### src/rtl/seq_load_initiator.sv
// Load-burst initiator: issues num_loads single-cycle load_mem pulses, each acknowledged by done,
// then waits for ready and pulses complete. Optional wait timeout enabled by SEQ_LOAD_TIMEOUT_EN.
module seq_load_initiator #(
    parameter int unsigned CNT_W   = 4,
    parameter int unsigned TIMEOUT = 15
) (
    input  logic             clk,
    input  logic             rst_n,
    input  logic             start,
    input  logic [CNT_W-1:0] num_loads,
    input  logic             done,
    input  logic             ready,
    output logic             load_mem,
    output logic             busy,
    output logic             complete,
    output logic             timeout_err,
    output logic [CNT_W-1:0] load_cnt
);

    typedef enum logic [2:0] {
        StIdle,
        StLoad,
        StWaitDone,
        StWaitReady,
        StErr
    } state_e;

    localparam logic [CNT_W-1:0] CntMax = '1;

    state_e           state_q, state_d;
    logic [CNT_W-1:0] target_q, target_d;
    logic [CNT_W-1:0] load_cnt_q, load_cnt_d;
    logic             complete_q, complete_d;

    // One extra bit so load_cnt+1 cannot wrap before the compare against the captured count.
    logic [CNT_W:0]   cnt_inc;
    logic             more_loads;

    assign cnt_inc    = {1'b0, load_cnt_q} + {{CNT_W{1'b0}}, 1'b1};
    assign more_loads = cnt_inc < {1'b0, target_q};

`ifdef SEQ_LOAD_TIMEOUT_EN
    localparam int unsigned WaitW = (TIMEOUT > 1) ? $clog2(TIMEOUT) : 1;

    logic [WaitW-1:0] wait_q, wait_d;
    logic             timeout_err_q, timeout_err_d;
    logic             wait_expired;

    assign wait_expired = (wait_q == WaitW'(TIMEOUT - 1));
`else
    logic unused_timeout;

    assign unused_timeout = (TIMEOUT == 0);
`endif

    always_comb begin
        state_d    = state_q;
        target_d   = target_q;
        load_cnt_d = load_cnt_q;
        complete_d = 1'b0;
`ifdef SEQ_LOAD_TIMEOUT_EN
        wait_d        = wait_q;
        timeout_err_d = timeout_err_q;
`endif
        case (state_q)
            StIdle: begin
                if (start) begin
`ifdef SEQ_LOAD_TIMEOUT_EN
                    timeout_err_d = 1'b0;
`endif
                    if (num_loads != '0) begin
                        target_d   = num_loads;
                        load_cnt_d = '0;
                        state_d    = StLoad;
                    end else begin
                        complete_d = 1'b1;
                    end
                end
            end
            StLoad: begin
                // Any done seen during the load_mem cycle itself is deliberately not sampled.
                state_d = StWaitDone;
`ifdef SEQ_LOAD_TIMEOUT_EN
                wait_d  = '0;
`endif
            end
            StWaitDone: begin
                if (done) begin
                    load_cnt_d = (load_cnt_q == CntMax) ? CntMax : cnt_inc[CNT_W-1:0];
                    state_d    = more_loads ? StLoad : StWaitReady;
`ifdef SEQ_LOAD_TIMEOUT_EN
                    wait_d     = '0;
`endif
                end
`ifdef SEQ_LOAD_TIMEOUT_EN
                else if (wait_expired) begin
                    state_d       = StErr;
                    timeout_err_d = 1'b1;
                end else begin
                    wait_d = wait_q + 1'b1;
                end
`endif
            end
            StWaitReady: begin
                if (ready) begin
                    complete_d = 1'b1;
                    state_d    = StIdle;
                end
`ifdef SEQ_LOAD_TIMEOUT_EN
                else if (wait_expired) begin
                    state_d       = StErr;
                    timeout_err_d = 1'b1;
                end else begin
                    wait_d = wait_q + 1'b1;
                end
`endif
            end
            StErr: begin
                state_d = StIdle;
            end
            default: begin
                state_d = StIdle;
            end
        endcase
    end

    always_ff @(posedge clk or negedge rst_n) begin
        if (!rst_n) begin
            state_q    <= StIdle;
            target_q   <= '0;
            load_cnt_q <= '0;
            complete_q <= 1'b0;
        end else begin
            state_q    <= state_d;
            target_q   <= target_d;
            load_cnt_q <= load_cnt_d;
            complete_q <= complete_d;
        end
    end

`ifdef SEQ_LOAD_TIMEOUT_EN
    always_ff @(posedge clk or negedge rst_n) begin
        if (!rst_n) begin
            wait_q        <= '0;
            timeout_err_q <= 1'b0;
        end else begin
            wait_q        <= wait_d;
            timeout_err_q <= timeout_err_d;
        end
    end

    assign timeout_err = timeout_err_q;
`else
    assign timeout_err = 1'b0;
`endif

    // Outputs decode straight from flops so an asynchronous reset clears them at once.
    assign load_mem = (state_q == StLoad);
    assign busy     = (state_q != StIdle);
    assign complete = complete_q;
    assign load_cnt = load_cnt_q;

endmodule

### config.mk
export PLATFORM = sky130hd
export DESIGN_NAME = seq_load_initiator
export DESIGN_NICKNAME = d
export VERILOG_FILES = /design/src/rtl/seq_load_initiator.sv
export SDC_FILE = /design/constraint.sdc
export NUM_CORES = 1
export LEC_CHECK = 0
export ABC_CLOCK_PERIOD_IN_PS = 3200
export BUFFER_PORTS_ARGS = -buffer_cell sky130_fd_sc_hd__buf_2
export CAP_MARGIN = 20
export CORE_MARGIN = 3
export CORE_UTILIZATION = 54
export DETAILED_ROUTE_END_ITERATION = 16
export PLACE_DENSITY = 0.79
export SETUP_SLACK_MARGIN = 0.15
export SLEW_MARGIN = 20
export SYNTH_ARGS = -nofsm -noshare
export SYNTH_HDL_FRONTEND = slang
export SYNTH_SLANG_ARGS = --single-unit
### constraint.sdc
create_clock -name clk -period 3.2 [get_ports clk]
set_input_delay 0.48 -clock clk [delete_from_list [all_inputs] [get_ports clk]]
set_output_delay 0.48 -clock clk [all_outputs]
set_load 0.01 [all_outputs]
==> impl_metrics.json <==
{
  "status": "finished clean",
  "io_buffers": 15,
  "setup_viol": 0,
  "ys_seq_area_share_pct": 38.6,
  "critPathRequiredTime_ps": 3360,
  "arrival_ps": 1990,
  "htree_levels": 1,
  "regArea_sq_um": 275,
  "grt_pass1_wl_microns": 2330,
  "pin_count": 17,
  "clkTransAtPathRegs_ps": 80,
  "max_freq_mhz": 546,
  "gp_congestion": 0.774,
  "n_fill_cell": 99,
  "syn_nets": 91,
  "path_max_fanout": 6,
  "coreArea_sq_mm": 0.00117,
  "post-cts-setup-buffers": 0,
  "hp-class": "input port to async pin",
  "drt_iter0_markers": 7,
  "path_cells": "ha_1 > xor2_1 > ha_1 > a21oi_1 > o21ai_0 > a211oi_1 > o21ai_0",
  "async_flop_share_pct": 100,
  "synth_seq_cells": 11,
  "netlist.area_leader.share_pct": 38.6,
  "clk_latency_ps": 270,
  "grt_max_degree": 12,
  "syn2layout_area_growth_pct": 15.8,
  "rsz0062_at_grt": "false",
  "worst_setup_path_end_kind": "flip-flop",
  "clock_sinks": 11,
  "grt_pass1_vias": 546,
  "slowest_stage": "dfrtp_1",
  "die_h_microns": 42.3,
  "vdd_drop_max_uv": 518,
  "grt_usage_pct": 17.2,
  "grt_overflow_total": 0,
  "vias_per_cell": 5.41,
  "slew_violations": 0,
  "clk_path_buf_depth": 2,
  "wirelength_microns": 1350,
  "fin_tns_setup_ps": 0,
  "post_drt_wl_per_cell_microns": 12.7,
  "synth_most_common_cell": "dfrtp_1",
  "antennaDiodeCount": 0,
  "syn-instance-count": 74,
  "stdcell_area_sq_um": 826,
  "synth_commonest_cells": "11 x dfrtp_1, 10 x nand2_1, 9 x o21ai_0",
  "core.rowCount": 12,
  "initial_utilization_pct": 60.9,
  "power_density_mw_per_mm2": 742,
  "nNetsFinal": 110,
  "ant_nets": 0,
  "antenna_found_initial": 0,
  "critPathMaxStageDelay_ps": 430,
  "cts_buffers": 3,
  "first_pass_iters": 4,
  "netlist_area_sq_um": 713,
  "cts_resized": 0,
  "vias": 573,
  "syn_area_per_cell_sq_um": 9.64,
  "die_w_microns": 42.3,
  "synth_edf_count": 0,
  "multi_input_area_sq_um": 404,
  "hpwl_microns": 1070,
  "startpoint_type": "flip-flop",
  "drive_gt1_share_pct": 26.1,
  "cts_tree": "done",
  "root_buffer": "clkbuf_4",
  "synth_top_flop_cell": "dfrtp_1",
  "finalCritPeriodShare_pct": 57.2,
  "path_class": "flip-flop to flip-flop",
  "yosysTopAreaCell": "dfrtp_1",
  "maxCapViolCount": 0,
  "dieArea_sq_mm": 0.00179,
  "placed_cell_area_sq_um": 798,
  "fin_crit_ps": 1830,
  "finalClockSkew_ps": 4.60,
  "cts_hold_buf": 0,
  "remaining_drc_errors": 0,
  "yosysUniqueCellTypes": 28,
  "finalHoldViolCount": 0,
  "yosysWarnings": 0,
  "synth_area_leaders": "dfrtp_1 39%, ha_1 14%, o21ai_0 6.3%",
  "worst_hold_slack_ps": 61.4,
  "rrSetupSlack_ps": 1370,
  "p_leak_nw": 0.451
}
[state kept, by name (all words and copies together) (netlist names)]
| name | flops |
|---|---|
| target_q | 4 |
| complete | 1 |
| load_cnt | 4 |
| state_q | 2 |
[final cells by class]
cell class	instances	area share [%]
Clock buffer	3	2.73
Clock inverter	1	0.606
Inverter	7	3.18
Multi-Input combinational cell	55	48.9
Sequential cell	11	33.3
Tap cell	14	2.12
Timing Repair Buffer	15	9.09
[final timing paths]
kind | start | cells past startpoint | to
setup reg to reg | load_cnt[0]$_DFFE_PN0P_ | 7 | state_q[1]$_DFFE_PN0P_
max in group asynchronous | rst_n | 1 | load_cnt[1]$_DFFE_PN0P_
setup / recovery | load_cnt[0]$_DFFE_PN0P_ | 7 | state_q[1]$_DFFE_PN0P_
min in group clk | ready | 3 | complete$_DFF_PN0_
hold reg to reg | target_q[0]$_DFFE_PN0P_ | 1 | target_q[0]$_DFFE_PN0P_
hold / removal | rst_n | 1 | target_q[1]$_DFFE_PN0P_
[metrics by stage]
stage               power [mW]  instances  setup WS, ps  utilization, %
CTS                      0.619        106          1350            70.5
floorplan                0.435         74          1460               -
global placement         0.505        102          1460            68.2
global route             0.678        106          1260            70.5
detailed placement       0.519        102          1370            68.2
finish                   0.613        106          1370            70.5
[metal layers]
metal / vias up / global-route usage [%] / wire length (microns)
met5: - / 0 / 0
met4: 0 / 7.45 / 18
met3: 4 / 3.86 / 77
met2: 18 / 25.2 / 625
met1: 256 / 24.0 / 630
li1: 295 / - / -
[kinds of logic after synthesis]
group,Yosys count,synth area share [%]
and+or+nand+nor,22,14.2
other,1,0.526
DFF,11,38.6
buffers and inverters,8,4.74
adders and majority gates,8,14.0
AOI/OAI and AO/OA,20,22.5
xor gates and xnor gates,2,2.46
muxes,2,2.98
[worst max-delay path, delay by kind of cell, from the launching register on]
family,cells,cell delay (ps)
xor gates and xnor gates,1,160
AOI/OAI and AO/OA,4,550
adders and majority gates,2,580
DFF,1,430
[layout by cell type, fill, tap and decap left out]
cell / instances
a221oi_2: 1
mux2i_1: 1
a211oi_1: 1
xor2_1: 1
ha_1: 8
dfrtp_1: 11
xnor2_1: 1
nand3_1: 3
clkinv_2: 1
and3_1: 1
a21oi_2: 1
mux2_2: 1
o21ai_0: 9
nor4_1: 1
a22o_1: 1
a21oi_1: 2
clkbuf_4: 3
nor2_1: 3
a41oi_1: 1
or2_2: 1
and2_1: 1
nand2b_1: 1
a32oi_1: 1
conb_1: 1
a21bo_1: 2
o41ai_4: 1
inv_1: 7
nor2b_1: 1
nand2_1: 10
buf_2: 15
[where the power goes]
part / internal, mW / switching (mW) / total [mW] / leakage (nW)
clock: 0.0463 / 0.0524 / 0.0987 / 0.0177
sequential: 0.186 / 0.0293 / 0.215 / 0.142
combinational: 0.126 / 0.173 / 0.299 / 0.291
total: 0.358 / 0.255 / 0.613 / 0.451
Power figures use the tool's default switching activity.
